--- src/rtl/cv32e40x_xif_result_queue.sv ---
// In-order result queue between the AES coprocessor FU and the XIF result interface.
// Latency: an entry filled and committed by cycle N is presented in cycle N+1 when it is at the head.
// Backpressure: holds the head result stable while result_ready_i is low; alloc stalls when full.
//
// Ports:
//   clk_i, rst_n                     clock, synchronous active-low reset
//   alloc_valid_i/_ready_o/_id_i/_rd_i  allocate one entry per accepted offload
//   fu_valid_i/_ready_o/_data_i      FU results, returned in issue order
//   commit_valid_i/_id_i/_kill_i     commit or kill every live entry with a matching id
//   result_valid_o/_ready_i/_id_o/_rd_o/_data_o/_we_o  head result towards the core
//   count_o                          number of live entries
module cv32e40x_xif_result_queue #(
    parameter int DEPTH       = 4,
    parameter int X_ID_WIDTH  = 4,
    parameter int X_RFW_WIDTH = 32
) (
    input  logic                       clk_i,
    input  logic                       rst_n,
    input  logic                       alloc_valid_i,
    output logic                       alloc_ready_o,
    input  logic [X_ID_WIDTH-1:0]      alloc_id_i,
    input  logic [4:0]                 alloc_rd_i,
    input  logic                       fu_valid_i,
    output logic                       fu_ready_o,
    input  logic [X_RFW_WIDTH-1:0]     fu_data_i,
    input  logic                       commit_valid_i,
    input  logic [X_ID_WIDTH-1:0]      commit_id_i,
    input  logic                       commit_kill_i,
    output logic                       result_valid_o,
    input  logic                       result_ready_i,
    output logic [X_ID_WIDTH-1:0]      result_id_o,
    output logic [4:0]                 result_rd_o,
    output logic [X_RFW_WIDTH-1:0]     result_data_o,
    output logic                       result_we_o,
    output logic [$clog2(DEPTH+1)-1:0] count_o
);

    localparam int PTR_W = $clog2(DEPTH);
    localparam int CNT_W = $clog2(DEPTH+1);
    localparam logic [CNT_W-1:0] DEPTH_C = CNT_W'(DEPTH);

    typedef struct packed {
        logic                   live;
        logic [X_ID_WIDTH-1:0]  id;
        logic [4:0]             rd;
        logic [X_RFW_WIDTH-1:0] data;
        logic                   filled;
        logic                   committed;
        logic                   killed;
    } entry_t;

    entry_t             entries_q [DEPTH];
    entry_t             entries_d [DEPTH];
    logic [PTR_W-1:0]   wr_ptr_q, wr_ptr_d;
    logic [PTR_W-1:0]   fill_ptr_q, fill_ptr_d;
    logic [PTR_W-1:0]   rd_ptr_q, rd_ptr_d;
    logic [CNT_W-1:0]   count_q, count_d;
    logic [CNT_W-1:0]   unfilled_q, unfilled_d;

    entry_t head;
    logic   alloc_fire;
    logic   fill_fire;
    logic   pop_fire;
    logic   drop_fire;
    logic   release_fire;
    logic   alloc_cmt_match;

    // Handshake readiness depends only on registered state, so a pop in a
    // full cycle cannot open a slot for an alloc in that same cycle.
    assign head           = entries_q[rd_ptr_q];
    assign alloc_ready_o  = (count_q < DEPTH_C);
    assign fu_ready_o     = (unfilled_q != '0);
    assign result_valid_o = head.live & head.filled & head.committed & ~head.killed;
    assign result_we_o    = result_valid_o;
    assign result_id_o    = head.id;
    assign result_rd_o    = head.rd;
    assign result_data_o  = head.data;
    assign count_o        = count_q;

    assign alloc_fire      = alloc_valid_i & alloc_ready_o;
    assign fill_fire       = fu_valid_i & fu_ready_o;
    assign pop_fire        = result_valid_o & result_ready_i;
    // Killed entries leave the head silently, but only once their FU result
    // has arrived so fill_ptr never points at a freed slot.
    assign drop_fire       = head.live & head.filled & head.killed;
    assign release_fire    = pop_fire | drop_fire;
    assign alloc_cmt_match = commit_valid_i & (commit_id_i == alloc_id_i);

    always_comb begin
        for (int i = 0; i < DEPTH; i++) begin
            entries_d[i] = entries_q[i];
        end
        wr_ptr_d   = wr_ptr_q;
        fill_ptr_d = fill_ptr_q;
        rd_ptr_d   = rd_ptr_q;

        if (commit_valid_i) begin
            for (int i = 0; i < DEPTH; i++) begin
                if (entries_q[i].live && (entries_q[i].id == commit_id_i)) begin
                    if (commit_kill_i) begin
                        // A committed result is architecturally owed; late kills are ignored.
                        if (!entries_q[i].committed) entries_d[i].killed = 1'b1;
                    end else begin
                        entries_d[i].committed = 1'b1;
                    end
                end
            end
        end

        if (fill_fire) begin
            entries_d[fill_ptr_q].data   = fu_data_i;
            entries_d[fill_ptr_q].filled = 1'b1;
            fill_ptr_d                   = fill_ptr_q + 1'b1;
        end

        // The alloc slot is never live, so it cannot collide with the
        // commit, fill or release updates above and below.
        if (alloc_fire) begin
            entries_d[wr_ptr_q].live      = 1'b1;
            entries_d[wr_ptr_q].id        = alloc_id_i;
            entries_d[wr_ptr_q].rd        = alloc_rd_i;
            entries_d[wr_ptr_q].data      = '0;
            entries_d[wr_ptr_q].filled    = 1'b0;
            entries_d[wr_ptr_q].committed = alloc_cmt_match & ~commit_kill_i;
            entries_d[wr_ptr_q].killed    = alloc_cmt_match & commit_kill_i;
            wr_ptr_d                      = wr_ptr_q + 1'b1;
        end

        if (release_fire) begin
            entries_d[rd_ptr_q].live = 1'b0;
            rd_ptr_d                 = rd_ptr_q + 1'b1;
        end

        count_d    = count_q + CNT_W'(alloc_fire) - CNT_W'(release_fire);
        unfilled_d = unfilled_q + CNT_W'(alloc_fire) - CNT_W'(fill_fire);
    end

    always_ff @(posedge clk_i) begin
        if (!rst_n) begin
            for (int i = 0; i < DEPTH; i++) begin
                entries_q[i] <= '0;
            end
            wr_ptr_q   <= '0;
            fill_ptr_q <= '0;
            rd_ptr_q   <= '0;
            count_q    <= '0;
            unfilled_q <= '0;
        end else begin
            for (int i = 0; i < DEPTH; i++) begin
                entries_q[i] <= entries_d[i];
            end
            wr_ptr_q   <= wr_ptr_d;
            fill_ptr_q <= fill_ptr_d;
            rd_ptr_q   <= rd_ptr_d;
            count_q    <= count_d;
            unfilled_q <= unfilled_d;
        end
    end

endmodule

--- config.mk ---
export PLATFORM = sky130hd
export DESIGN_NAME = cv32e40x_xif_result_queue
export DESIGN_NICKNAME = d
export VERILOG_FILES = /design/src/rtl/cv32e40x_xif_result_queue.sv
export SDC_FILE = /design/constraint.sdc
export NUM_CORES = 1
export LEC_CHECK = 0
export CORE_MARGIN = 3
export CORE_UTILIZATION = 56
export CTS_CLUSTER_DIAMETER = 60
export DETAILED_ROUTE_END_ITERATION = 10
export PLACE_DENSITY = 0.85
export SETUP_SLACK_MARGIN = 0.05
export SLEW_MARGIN = 0
export SYNTH_ARGS = -nofsm -noshare
export SYNTH_HDL_FRONTEND = slang
export SYNTH_SLANG_ARGS = --single-unit
export TNS_END_PERCENT = 30
--- constraint.sdc ---
create_clock -name clk_i -period 3.1 [get_ports clk_i]
set_clock_uncertainty 0.1 [all_clocks]
set_input_delay 0.31 -clock clk_i [delete_from_list [all_inputs] [get_ports clk_i]]
set_output_delay 0.31 -clock clk_i [all_outputs]
set_load 0.05 [all_outputs]
Word-level counts from Yosys, hierarchy flattened
Memory sizes are Yosys's and may differ from the RTL's. A register that Yosys moved wholly into a read port is not among the register bits. Cells that the tools add are included.

Bits in registers: 12. Memory bits (writable): 180. Memories kept: 1.

Add/sub/neg operators: 7. Magnitude comparators: 7. Equal/unequal tests: 5. Mux-type cells: 61. Bitwise logic cells: 20. Reduce and logical (&&, ||, !) cells: 8.

Memory list: entries_q (depth 4, width 45, rd ports 5, clocked after Yosys merged registers in 1, wr ports 4, RTL line 52) `entry_t entries_q [DEPTH];`.

Operators by type and width (count): $bwmux 180 (10); $demux 45 s2 (10); $mux 180 (3); $mux 45 (6); $mux 35 (2); $mux 44 (1); $mux 40 (1); $mux 2 (11); $eq 4x4->1 (5); $mux 1 (15); $and 1x1->1 (10); $ge 3x3->1 const B (3); $lt 3x1->1 const B (3); $not 2->3 (3); $logic_and 1x1->1 (7); $add 2x1->2 const B (3); $add 3x1->3 (2); $mux 3 (2); $sub 3x1->3 (2); $or 1x1->1 (5); $lt 3x3->1 const B (1); $reduce_bool 3->1 (1); $not 1->1 (2).

Longest topological paths before layout
Word-level depth: 19. Depth in mapped cells: 12. Mapped depth without buffers: 11.

Worst setup path before layout
No wires, ideal clock.

Path type: register -> output. From: reg with a tool-made name. To: out result_we_o. Arrival time: 3.044 ns. Data required time: 2.690 ns. Path slack: -0.354 ns. Stages on the path, launching flop included: 5. Path buffers: 2. Path through: dfxtp_1 > buf_6 > mux4_2 > nor4_1 > buf_4.

RTL lines: end: declaration (RTL line 34) `output logic result_we_o,`.

==> out/metrics.csv <==
stage;metric;value;unit
clock_tree;cts_setup_buffers;0;
power_and_ir_drop;power_per_cell_area;683;mW/mm^2
place;dp_cells;1200;
clock_tree;clk_path_buf_depth;2;
critical_path;path_class;flip-flop to output pin;
power_and_ir_drop;total_power;6.96;mW
sta;slew_viol_final;0;
routing;drtIter0Drc;685;
clock_tree;clk_pin_slew_worst_paths;0.07;ns
routing;drc;0;
sta;rsz0062_at_grt;yes;
critical_path;cp-endpoint;result_data_o[5];
global_route;use_met3;5.15;%
routing;final_antenna_net_count;0;
cells_and_area;finalNonFillerCells;1232;
place;gp_congestion;0.835;
floorplanning;io_pins;100;
critical_path;r2r_setup_slack;0.42;ns
global_route;use_met1;32.6;%
place;dp_hpwl;13500;microns
logic_synthesis;syn_area;0.00846;sq mm
clock_tree;htreeDepth;4;
global_route;grt_pass1_vias;6985;
sta;max-slew-margin-rel;56.5;%
critical_path;critPathMaxFanout;26;
logic_synthesis;syn_area_per_cell;8.78;sq um
clock_tree;cts_num_sinks;194;
logic_synthesis;synth_commonest_cells;353 x nand2_1, 194 x dfxtp_1, 134 x a21oi_1;
logic_synthesis;synth_edf_count;0;
sta;clock.fmax;336;MHz
sta;timing.final.crit_period;2.97;ns
critical_path;cp-start-kind;flip-flop;
floorplanning;die-area;0.0166;sq mm
logic_synthesis;yosysTopAreaCellShare;45.9;%
routing;wl;21400;microns
global_route;antenna_found_initial;0;
floorplanning;die_x;129;microns
run;drv_cap;0;
global_route;grt_pass1_wl;34500;microns
critical_path;r2r-end;count_o[2]$_SDFF_PN0_;
clock_tree;clock_latency;0.42;ns
clock_tree;cts_resized;0;
sta;fin_crit_sh;96.0;%
cells_and_area;area_growth;20.5;%
clock_tree;cts_buffers;17;
logic_synthesis;yosys_warnings;0;
logic_synthesis;synth-seq-cells;194;
routing;dr.pass1.iters;6;
global_route;use_met2;45.5;%
critical_path;cp-end-kind;output pin;
floorplanning;rows;44;
critical_path;worst-r2r-cell-count;11;
floorplanning;die_h;129;microns
logic_synthesis;ys_async_sr_fraction;0;%
logic_synthesis;yosysSeqAreaShare;45.9;%
critical_path;arrival;2.56;ns
place;place_ws;0.296;ns
cells_and_area;diodes;0;
floorplanning;core;0.0146;sq mm
cells_and_area;drive_gt1_share;9.92;%
cells_and_area;finalNetCount;1105;
hold_path;hp-class;primary input to flip-flop;
sta;setup_tns;0;ns
cells_and_area;utilization;69.6;%
sta;fin_ws;0.125;ns
logic_synthesis;syn_inst;963;
place;dpl_cell_area;0.00959;sq mm
logic_synthesis;synth_cell_types;31;
logic_synthesis;yosysTopAreaCell;dfxtp_1;
logic_synthesis;synth_top_cells_by_area;dfxtp_1 46%, nand2_1 16%, mux4_2 11%;
sta;tightest_slew;0.652;ns
sta;hold_violations;0;
place;io_buffers;99;
global_route;overflow;0;
routing;vias;7102;
critical_path;cp_data_required_time;2.69;ns
routing;viasPerCell;5.76;
sta;hold_slack;0.106;ns
sta;setup_viol;0;
clock_tree;hold_buffers;0;
status;outcome;finished, final reports clean;
cells_and_area;final_area;0.0102;sq mm
global_route;grt.busiest_layer;met2;
power_and_ir_drop;vdd_ir_drop_max;0.436;mV
clock_tree;root_buffer;clkbuf_16;
logic_synthesis;synth.net_count;1033;
routing;wire_per_inst;17.3;microns
global_route;grt_max_degree;59;
global_route;grtUsageTotal;26.3;%
floorplanning;start_util;57.7;%
logic_synthesis;synth_most_common_cell;nand2_1;
logic_synthesis;synth_ff_type;dfxtp_1;
power_and_ir_drop;p_leak;3.41;nW
clock_tree;cts_tree;yes;
[where the power goes]
part           total, mW  switching [mW]  internal [mW]
Combinational       1.88            1.19          0.689
Clock               2.21           0.943           1.27
Sequential          2.87           0.148           2.72
Total               6.96            2.28           4.68
[placed cells by master (no fill, tap or decap), types with 2 or more instances in the layout]
cell / synthesis / final
o21ai_0: 12 / 12
clkbuf_16: 0 / 17
nand2_1: 353 / 353
a21oi_1: 134 / 134
mux2_2: 2 / 2
nor2b_1: 4 / 4
xnor2_1: 25 / 25
buf_12: 0 / 6
clkinvlp_4: 0 / 3
dfxtp_2: 0 / 2
mux2i_1: 3 / 3
nor2_1: 12 / 12
a21boi_0: 36 / 36
clkinv_2: 0 / 5
nor3_1: 4 / 4
bufinv_16: 0 / 3
clkdlybuf4s50_1: 0 / 96
nand3_1: 6 / 6
dfxtp_1: 194 / 192
clkinv_4: 0 / 2
nor4_1: 5 / 4
fa_1: 2 / 2
inv_1: 15 / 15
and2_1: 15 / 15
ha_1: 16 / 16
o311a_1: 8 / 8
mux4_2: 42 / 42
buf_4: 1 / 17
[worst min-delay path by stage]
stage,start,endpoint,slack [ns],depth (start not counted)
2_1_floorplan,entries_q[1][6]$_SDFF_PN0_,entries_q[1][6]$_SDFF_PN0_,0.33,2
3_3_place_gp,entries_q[3][29]$_SDFF_PN0_,entries_q[3][29]$_SDFF_PN0_,0.34,2
3_5_place_dp,entries_q[1][6]$_SDFF_PN0_,entries_q[1][6]$_SDFF_PN0_,0.34,2
4_1_cts,rst_n,wr_ptr_q[1]$_SDFFE_PN0P_,0.09,2
5_1_grt,rst_n,wr_ptr_q[1]$_SDFFE_PN0P_,0.11,2
6_report,rst_n,fill_ptr_q[0]$_SDFFE_PN0N_,0.11,2
[cell families after synthesis]
kind of cell | count (synthesis) | share of synthesized area (%)
and+or+nand+nor | 402 | 18.8
DFF | 194 | 45.9
AOI/OAI and AO/OA | 192 | 13.1
adders and majority gates | 18 | 2.84
xor gates and xnor gates | 26 | 2.69
muxes | 48 | 12.1
buffers and inverters | 83 | 4.48
[per-layer routing]
layer | up-vias | wire [microns]
li1 | 3365 | -
met1 | 3407 | 8790
met2 | 298 | 10800
met3 | 32 | 1450
met4 | 0 | 312
met5 | - | 0
[critical path, stage by stage (launching register included)]
cell	delay, ns
dfxtp_2	0.40
buf_4	0.43
mux4_2	0.57
clkdlybuf4s50_1	0.71
[final cells by class]
cell class	instances	area, sq um
Multi-Input combinational cell	686	4200
Timing Repair Buffer	121	1220
Clock inverter	14	164
Sequential cell	194	3890
Inverter	15	56.3
Clock buffer	18	429
Tap cell	184	230
Fill cell	1121	4450
No activity file was read; power rests on OpenSTA's default activity.
